### src/rtl/vend_dispense_ctrl.sv
// vend_dispense_ctrl
//   Dispenser-side controller for the vending machine. It accepts a dispense
//   request with a product code and credit. It drives a one-hot motor select
//   for a fixed on-time, then waits for the product-drop sensor. It reports
//   done/reject/fault and the change owed.
//
// Ports
//   clk        system clock, rising edge
//   rst        synchronous reset, active-high
//   d          dispense request (sampled only in IDLE)
//   p          product code, 0 invalid, price of product k = k units
//   c          credit held at request time
//   drop_sns   product-fell sensor (level)
//   fault_clr  operator clear, leaves FAULT
//   motor      one-hot motor select (bit p while running)
//   busy       high in RUN, WAIT_DROP, DONE, FAULT
//   done       1-cycle pulse on successful dispense
//   reject     1-cycle pulse on refused request
//   change     c - p, valid with change_vld, holds otherwise
//   change_vld 1-cycle pulse coincident with done
//   fault      level, high while in FAULT
module vend_dispense_ctrl #(
  parameter int MOTOR_CYCLES   = 8,
  parameter int TIMEOUT_CYCLES = 16
) (
  input  logic       clk,
  input  logic       rst,
  input  logic       d,
  input  logic [2:0] p,
  input  logic [2:0] c,
  input  logic       drop_sns,
  input  logic       fault_clr,
  output logic [7:0] motor,
  output logic       busy,
  output logic       done,
  output logic       reject,
  output logic [2:0] change,
  output logic       change_vld,
  output logic       fault
);

  localparam int CW = $clog2(MOTOR_CYCLES + 1);
  localparam int TW = $clog2(TIMEOUT_CYCLES + 1);

  typedef enum logic [2:0] {IDLE, RUN, WAIT_DROP, DONE, FAULT} state_t;

  state_t        state;
  logic [CW-1:0] cnt;
  logic [TW-1:0] tmr;
  logic [2:0]    p_r, c_r;
  logic          drop_seen;

  always_ff @(posedge clk) begin
    if (rst) begin
      state      <= IDLE;
      cnt        <= '0;
      tmr        <= '0;
      p_r        <= '0;
      c_r        <= '0;
      drop_seen  <= 1'b0;
      motor      <= '0;
      busy       <= 1'b0;
      done       <= 1'b0;
      reject     <= 1'b0;
      change     <= '0;
      change_vld <= 1'b0;
      fault      <= 1'b0;
    end else begin
      // Pulse outputs default low; the state that owns them raises them.
      done       <= 1'b0;
      reject     <= 1'b0;
      change_vld <= 1'b0;
      case (state)
        IDLE: begin
          if (d) begin
            p_r <= p;
            c_r <= c;
            if (p == 3'd0 || c < p) begin
              reject <= 1'b1;
            end else begin
              state     <= RUN;
              motor     <= 8'b1 << p;
              busy      <= 1'b1;
              cnt       <= CW'(MOTOR_CYCLES - 1);
              drop_seen <= 1'b0;
            end
          end
        end
        RUN: begin
          // An early drop (while the motor is still turning) is remembered
          // so WAIT_DROP can finish at once.
          if (drop_sns) drop_seen <= 1'b1;
          if (cnt == '0) begin
            state <= WAIT_DROP;
            motor <= '0;
            tmr   <= TW'(TIMEOUT_CYCLES - 1);
          end else begin
            cnt <= cnt - 1'b1;
          end
        end
        WAIT_DROP: begin
          // Drop is tested before the timeout so a coincident drop wins.
          if (drop_sns || drop_seen) begin
            state      <= DONE;
            done       <= 1'b1;
            change_vld <= 1'b1;
            change     <= c_r - p_r;
          end else if (tmr == '0) begin
            state <= FAULT;
            fault <= 1'b1;
          end else begin
            tmr <= tmr - 1'b1;
          end
        end
        DONE: begin
          state     <= IDLE;
          busy      <= 1'b0;
          drop_seen <= 1'b0;
        end
        FAULT: begin
          motor <= '0;
          if (fault_clr) begin
            state     <= IDLE;
            fault     <= 1'b0;
            busy      <= 1'b0;
            drop_seen <= 1'b0;
          end
        end
        default: state <= IDLE;
      endcase
    end
  end

endmodule

### config.mk
export PLATFORM = sky130hd
export DESIGN_NAME = vend_dispense_ctrl
export DESIGN_NICKNAME = d
export VERILOG_FILES = /design/src/rtl/vend_dispense_ctrl.sv
export SDC_FILE = /design/constraint.sdc
export NUM_CORES = 1
export LEC_CHECK = 0
export CAP_MARGIN = 10
export CORE_MARGIN = 4
export CORE_UTILIZATION = 46
export CTS_CLUSTER_DIAMETER = 50
export DETAILED_ROUTE_END_ITERATION = 7
export PLACE_DENSITY = 0.75
export SLEW_MARGIN = 20
export SYNTH_ARGS = -nofsm -noshare
export SYNTH_HDL_FRONTEND = slang
export SYNTH_SLANG_ARGS = --single-unit
### constraint.sdc
create_clock -name clk -period 3.9 [get_ports clk]
set_input_delay 0.78 -clock clk [delete_from_list [all_inputs] [get_ports clk]]
set_output_delay 0.78 -clock clk [all_outputs]
set_load 0.01 [all_outputs]
; ---- After elaboration in Yosys (flattened, before gate mapping)
; Cells that the tools add are included.
[totals]
register_bits = 34
inputBits = 11
output_inout_bits = 16
elab_cells = 89
[classes]
n_addsub = 3
order_cmp = 1
eq_ne = 14
shift = 1
muxes = 32
n_bitwise = 3
reduce_logical = 23
[ops]
columns = operator, count
row1 = $mux 8, 3
row2 = $pmux 8 s3, 1
row3 = $reduce_and 4->1, 5
row4 = $mux 3, 6
row5 = $ne 2x2->1 const B, 9
row6 = $mux 5, 3
row7 = $mux 4, 3
row8 = $pmux 3 s4, 1
row9 = $mux 1, 10
row10 = $pmux 5 s2, 1
row11 = $reduce_and 5->1, 2
row12 = $pmux 4 s2, 1
row13 = $shl 1x3->8 const A, 1
row14 = $eq 3x2->1 const B, 2
row15 = $logic_not 3->1, 2
row16 = $reduce_bool 2->1, 3
row17 = $reduce_bool 3->1, 2
row18 = $logic_not 5->1, 1
row19 = $sub 5x1->5 const B, 1
row20 = $logic_not 4->1, 1
row21 = $pmux 1 s4, 1
row22 = $reduce_and 2->1, 2
row23 = $reduce_bool 4->1, 1
row24 = $sub 4x1->4 const B, 1
row25 = other kinds (11), 14

; ---- Longest topological paths before layout
; Gate-level depths: netlist of the first run.
[logic_depth]
word_depth = 5
mapped_depth = 8
depth_no_buf = 7

; ---- Worst setup path before layout of the first run
; No wires, ideal clock.
[synth_path]
kind = input to register
start = input p[2]
end = register motor[3]
setup_time_ns = 0.059
arrival_ns = 2.624
required_time_ns = 3.841
slack_ns = 1.217
cell_stages = 8
n_path_buf = 1
path_cell_list = clkbuf_1 -> inv_1 -> ha_1 -> a21o_1 -> a31oi_1 -> o31ai_1 -> a21oi_1 -> a22o_1
[synth_between]
elab_chain_cells = 4
word_cells_on_any_way = 9
classes_between = order compare: 1 / eq/ne: 1 / shift: 1 / mux: 3 / reduce/logical: 3
[synth_rtl]
columns = element, line
row1 = start: declaration, 29  ; input logic [2:0] p,
row2 = "$lt 3x3->1, or another cell as far along", 78  ; if (p == 3'd0 || c < p) begin
row3 = $logic_or 1x1->1 or $mux 8 (tied branches), 78
row4 = $ne 2x2->1 (no source line) or $mux 8 (tied branches), n/a
row5 = $reduce_and 4->1 (no source line) or $pmux 8 s3 (tied branches), n/a
row6 = end signal: assignment, 82  ; motor <= 8'b1 << p;
row7 = end: declaration, 33  ; output logic [7:0] motor,
; Several ways; a longest one is shown, not always the timed one. The select of a mux whose other input is x is not followed.
; A chain may end at the register's enable or synchronous reset.

; ---- Worst setup path in the final report of the first run
; Ends and elaborated chain as after synthesis.

==> flow_summary.ini, run 1 <==
[worst_setup_path]
crit_path_end_kind = register
cp-start-kind = input port
critical_path.max_fanout = 8
critPathRequiredTime_ns = 4.14
critical_path_arrival_ns = 3.35
cp_class = in -> reg

[routing]
num_vias = 1417
drt-initial-drc-count = 48
routed_wl_um = 3361
avgViaCountPerCell = 5.367
drt_drc_violations_left = 0
avgRoutedWirePerCell_um = 12.73
detailedRoute.firstPassIterationCount = 4
final_antenna_net_count = 0

[placement]
io_buffer_count = 26
dpl_worst_slack_ns = 0.5093
final_wtd_congestion = 0.8116
detailedPlacementHpwl_um = 2465

[outcome]
run_status = finished, final reports clean

[synth]
yosys.area_share.simple_pct = 23.41
synth.ff_latch_count = 34
yosys.area_share.xor_xnor_pct = 3.111
synth_edf_count = 0
dominant_combinational_cell_family_by_area_after_synthesis = simple AND/OR/NAND/NOR gates
synth_compound_area_share_pct = 21.63
syn_nets = 212
synthCells = 195
yosysWarnings = 0
syn_area_per_cell_um2 = 8.662
synth.area.mux_share_pct = 1.185
synth_area_mm2 = 0.001689
number_of_distinct_library_cells_after_synthesis = 47
portion_of_the_post_synthesis_area_used_by_sequential_elements_pct = 40.30
async_flop_share_pct = 0
postSynth.topFlopCell = sky130_fd_sc_hd__dfxtp_1
synth_adder_area_share_pct = 4.889

[cts]
cts_tree = built
cts_repair_resize_count = 0
cts_htree_levels = 2
clk-insertion-delay-late_ns = 0.29
clock_sinks = 34
cts_hold_buffers = 0
clkTransAtPathRegs_ns = 0.07
clk_root_buffer_cell = sky130_fd_sc_hd__clkbuf_8
cts_buffers = 5
postCtsSetupBuffers = 0
max-clock-path-buffers = 2

[cells_and_area]
area_growth_pct = 24.22
n_antenna_cell = 0
drive_above_1_share_pct = 7.798
finalNetCount = 234

[timing]
worstMarginPinSlew_ns = 0.7572
timing.setup.tns_ns = 0
final_hold_viol_count = 0
setup_ws_ns = 0.7816
unrepaired_setup_endpoints_after_global_routing = no
slew_headroom_pct = 49.13
final_min_period_over_clock_period_pct = 79.96
clock.fmax_mhz = 320.7
finClkSkew_ns = 0.007801
report.final.setup_viol = 0
period_needed_ns = 3.118
final_max_slew_viol_count = 0
fin_worst_hold_slack_ns = 0.4513

[die]
rows = 21
die_w_um = 68.60
ios = 27
core_area_mm2 = 0.003442
design.die.area_mm2 = 0.004705
initial_core_util_pct = 49.07
fp.dieH_um = 68.60

[worst_hold_path]
min_path_type = reg -> reg

[job]
maxCapViolations = 0

[global_routing]
groute.usage.overall_pct = 16.54
grt_first_pass_wirelength_um = 5754
first_global_vias = 1284
grt.overflow.total = 0
grt_max_degree = 24
grt_antenna_before_repair = 0

[power_and_ir_drop]
vdd.ir_drop.worst_v = 0.0002516
p_leak_nw = 0.7758
power-per-cell-area_mw_per_mm2 = 571.5
## report_power, final
part	internal [mW]	switching [mW]
Combinational	0.166	0.177
Clock	0.273	0.127
Sequential	0.399	0.0586
Total	0.837	0.362
## worst paths after layout
path	start	cells after the start	slack (ns)	to
setup / recovery	p[2]	8	0.78	motor[3]$_SDFFE_PP0P_
hold / removal	motor[2]$_SDFFE_PP0P_	1	0.45	motor[2]$_SDFFE_PP0P_
setup reg to reg	state[0]$_SDFFE_PP0P_	5	1.69	tmr[4]$_SDFFE_PP0P_
hold reg to reg	motor[2]$_SDFFE_PP0P_	1	0.45	motor[2]$_SDFFE_PP0P_
## routing by layer
metal	vias up	share of wire [%]	wire, µm	GRT usage [%]
li1	743	-	-	-
met1	635	51	1712	22.66
met2	35	42	1405	22.41
met3	4	6.2	208	8.104
met4	0	1.0	34	5.211
met5	-	0	0	0
## worst max-delay path, stage by stage
cell and delay [ns]:
sky130_fd_sc_hd__clkdlybuf4s50_1 0.63, sky130_fd_sc_hd__inv_1 0.10, sky130_fd_sc_hd__ha_1 0.30, sky130_fd_sc_hd__a21o_1 0.18, sky130_fd_sc_hd__a31oi_1 0.37, sky130_fd_sc_hd__o31ai_1 0.24, sky130_fd_sc_hd__a21oi_1 0.53, sky130_fd_sc_hd__a22o_1 0.23
## area by class of cell
class / count / area, µm²
inverters: 9 / 33.78
repair buffers: 27 / 267.8
flip-flops and latches: 34 / 680.7
well taps: 46 / 57.56
clock inverters: 2 / 60.06
fillers: 318 / 1344
clock buffers: 6 / 82.58
multi-input cells: 140 / 915.9
## cell usage in the layout, fill, tap and decap left out, types with 2 or more instances in the layout
cell,n
sky130_fd_sc_hd__nor3b_1,2
sky130_fd_sc_hd__o31ai_1,3
sky130_fd_sc_hd__a211oi_1,7
sky130_fd_sc_hd__dfxtp_1,34
sky130_fd_sc_hd__nand2b_1,7
sky130_fd_sc_hd__nor3_1,9
sky130_fd_sc_hd__mux2i_1,2
sky130_fd_sc_hd__a31oi_1,4
sky130_fd_sc_hd__o2bb2ai_1,2
sky130_fd_sc_hd__nor2_1,18
sky130_fd_sc_hd__a211o_1,2
sky130_fd_sc_hd__inv_1,9
sky130_fd_sc_hd__nand2_1,20
sky130_fd_sc_hd__a21o_1,3
sky130_fd_sc_hd__nor4b_1,2
sky130_fd_sc_hd__clkbuf_8,6
sky130_fd_sc_hd__ha_1,5
sky130_fd_sc_hd__o21ai_0,3
sky130_fd_sc_hd__nor4_1,6
sky130_fd_sc_hd__a32o_1,3
sky130_fd_sc_hd__bufinv_16,2
sky130_fd_sc_hd__xnor2_1,6
sky130_fd_sc_hd__a21oi_1,15
sky130_fd_sc_hd__clkdlybuf4s50_1,26
## registers in the layout, indices dropped and copies added (netlist names), 3 cells and up
register  cells
motor         8
tmr           5
cnt           4
p_r           3
change        3
c_r           3
state         3
## through the flow
| step | power, mW | cells | utilization, % | cell area, µm² |
|---|---|---|---|---|
| detailed placement | 0.8063 | 256 | 56.82 | 1956 |
| CTS | 1.210 | 264 | 60.96 | 2098 |
| finish | 1.199 | 264 | 60.96 | 2098 |
| global route | 1.285 | 264 | 60.96 | 2098 |
| global placement | 0.8021 | 256 | 56.82 | 1956 |
| floorplan | 0.7260 | 195 | - | 1689 |
## Yosys cell counts (2+ instances only)
library cell / number / area, µm²
sky130_fd_sc_hd__inv_1: 9 / 33.78
sky130_fd_sc_hd__a211o_1: 2 / 17.52
sky130_fd_sc_hd__buf_2: 2 / 10.01
sky130_fd_sc_hd__xnor2_1: 6 / 52.55
sky130_fd_sc_hd__nor4_1: 6 / 37.54
sky130_fd_sc_hd__o31ai_1: 3 / 22.52
sky130_fd_sc_hd__a21oi_1: 15 / 75.07
sky130_fd_sc_hd__o21ai_0: 3 / 15.01
sky130_fd_sc_hd__nor4b_1: 2 / 17.52
sky130_fd_sc_hd__o2bb2ai_1: 2 / 17.52
sky130_fd_sc_hd__nand2_1: 20 / 75.07
sky130_fd_sc_hd__nor3b_1: 2 / 15.01
sky130_fd_sc_hd__a21o_1: 3 / 22.52
sky130_fd_sc_hd__clkbuf_1: 7 / 26.28
sky130_fd_sc_hd__a32o_1: 3 / 30.03
sky130_fd_sc_hd__a211oi_1: 7 / 52.55
sky130_fd_sc_hd__ha_1: 5 / 62.56
sky130_fd_sc_hd__nand2b_1: 7 / 43.79
sky130_fd_sc_hd__nor2_1: 18 / 67.56
sky130_fd_sc_hd__a31oi_1: 4 / 25.02
sky130_fd_sc_hd__nor3_1: 9 / 45.04
sky130_fd_sc_hd__mux2i_1: 2 / 20.02
sky130_fd_sc_hd__dfxtp_1: 34 / 680.7
## cell families (layout without fill, tap and decap cells)
family          Yosys count  in the layout
compound gates           50             50
mux                       2              2
flops                    34             34
fa+ha+maj                 6              6
xor+xnor                  6              6
buf+inv                  21             44
simple gates             76             76
No activity file was read; power rests on OpenSTA's default activity.
==> inputs of run 2 (changes only) <==
==> constraint.sdc (replaced) <==
create_clock -name clk -period 2.98 [get_ports clk]
set_input_delay 0.596 -clock clk [delete_from_list [all_inputs] [get_ports clk]]
set_output_delay 0.596 -clock clk [all_outputs]
set_load 0.01 [all_outputs]
==> flow_summary.ini, run 2 (synthesized netlist as in run 1, its figures left out) <==
[placement]
placement_stage_cell_area_mm2 = 0.002001
io_buffer_count = 26
final_wtd_congestion = 0.7819
detailedPlacementHpwl_um = 2510
dp_cells = 262

[timing]
worstMarginPinSlew_ns = 0.7431
final_min_period_over_clock_period_pct = 79.38
report.final.setup_viol = 0
fin_worst_hold_slack_ns = 0.4555
unrepaired_setup_endpoints_after_global_routing = no
final_hold_viol_count = 0
clock.fmax_mhz = 422.7
final_max_slew_viol_count = 0
period_needed_ns = 2.366
slew_headroom_pct = 50.31
timing.setup.tns_ns = 0
finClkSkew_ns = 0.005199

[global_routing]
grt_first_pass_wirelength_um = 5747
grt_max_degree = 20
groute.usage.overall_pct = 16.36
grt_antenna_before_repair = 0
first_global_vias = 1275
grt.overflow.total = 0

[power_and_ir_drop]
power-per-cell-area_mw_per_mm2 = 703.7
p_leak_nw = 0.7922
vdd.ir_drop.worst_v = 0.0003656

[job]
maxCapViolations = 0

[worst_setup_path]
critPathRequiredTime_ns = 3.17
cp_class = in -> reg
cp-start-kind = input port
critical_path.max_fanout = 4
crit-reg2reg-launch = state[0]$_SDFFE_PP0P_
critical_path_arrival_ns = 2.56
crit_path_end_kind = register
launch_point_of_the_worst_path = p[2]

[routing]
drt-initial-drc-count = 55
drt_drc_violations_left = 0
avgRoutedWirePerCell_um = 13.06
routed_wl_um = 3525
num_vias = 1476
avgViaCountPerCell = 5.467
final_antenna_net_count = 0
detailedRoute.firstPassIterationCount = 4

[worst_hold_path]
hold_path_startpoint = motor[2]$_SDFFE_PP0P_
min_path_type = reg -> reg

[cts]
postCtsSetupBuffers = 0
clkTransAtPathRegs_ns = 0.07
max-clock-path-buffers = 2
cts_buffers = 5
clk-insertion-delay-late_ns = 0.29
cts_tree = built
cts_htree_levels = 2
clock_sinks = 34
cts_repair_resize_count = 0
clk_root_buffer_cell = sky130_fd_sc_hd__clkbuf_8
cts_hold_buffers = 0

[cells_and_area]
largest_reg_flops = 8
n_antenna_cell = 0
layoutNonFillerInstCount = 270
biggestRegsByFlops = motor x8, tmr x5, cnt x4
finish.instance_area_mm2 = 0.002110
drive_above_1_share_pct = 10.27
mostFrequentLayoutCell = sky130_fd_sc_hd__dfxtp_1
area_growth_pct = 24.89
max_flop_register = motor
layout.cells.most_common_list = sky130_fd_sc_hd__dfxtp_1, sky130_fd_sc_hd__clkdlybuf4s50_1, sky130_fd_sc_hd__nand2_1
finalNetCount = 240

[die]
initial_core_util_pct = 49.07
die_w_um = 68.60
ios = 27
design.die.area_mm2 = 0.004705
rows = 21
fp.dieH_um = 68.60
core_area_mm2 = 0.003442

[outcome]
run_status = finished, final reports clean
-- run 2: cell types whose count changed in the layout (fill, tap and decap cells not counted) --
cell,change
sky130_fd_sc_hd__buf_4,+6
sky130_fd_sc_hd__bufinv_16,-1
sky130_fd_sc_hd__clkbuf_8,-1
sky130_fd_sc_hd__clkinv_2,+2
-- run 2: final timing paths --
check / to / slack [ns] / cells past startpoint
worst min-delay path: motor[2]$_SDFFE_PP0P_ / 0.46 / 1
worst max register to register: tmr[4]$_SDFFE_PP0P_ / 0.79 / 5
worst min register to register: motor[2]$_SDFFE_PP0P_ / 0.46 / 1
worst max-delay path: drop_seen$_SDFFE_PP0P_ / 0.61 / 8
-- run 2: per-layer routing --
metal,track usage [%],vias up,part of all wire (%)
met1,22.14,670,49
met2,23.12,42,44
li1,-,757,-
met3,5.511,7,5.2
met5,0,-,0
met4,7.692,0,1.6
-- run 2: metrics by stage --
step	total power, mW	setup WS [ns]	utilization (%)
global route	1.584	0.4966	61.29
global placement	1.066	0.3733	58.12
floorplan	0.9502	0.4810	-
CTS	1.495	0.6010	61.29
finish	1.485	0.6144	61.29
detailed placement	1.075	0.2993	58.12
-- run 2: power by group --
part	internal [mW]	switching (mW)	total [mW]
sequential	0.522	0.0768	0.599
combinational	0.234	0.236	0.470
clock	0.246	0.170	0.416
-- run 2: layout make-up --
type / instances / area, µm²
flip-flops and latches: 34 / 680.7
clock buffers: 5 / 68.82
inverters: 9 / 33.78
clock inverters: 3 / 40.04
multi-input cells: 140 / 915.9
well taps: 46 / 57.56
fillers: 316 / 1333
repair buffers: 33 / 312.8
-- run 2: worst max-delay path: stages --
cell and delay (ns):
sky130_fd_sc_hd__clkdlybuf4s50_1 0.48, sky130_fd_sc_hd__inv_1 0.06, sky130_fd_sc_hd__ha_1 0.29, sky130_fd_sc_hd__a21o_1 0.18, sky130_fd_sc_hd__a31oi_1 0.27, sky130_fd_sc_hd__nor2_1 0.16, sky130_fd_sc_hd__a211o_1 0.31, sky130_fd_sc_hd__a221oi_1 0.22
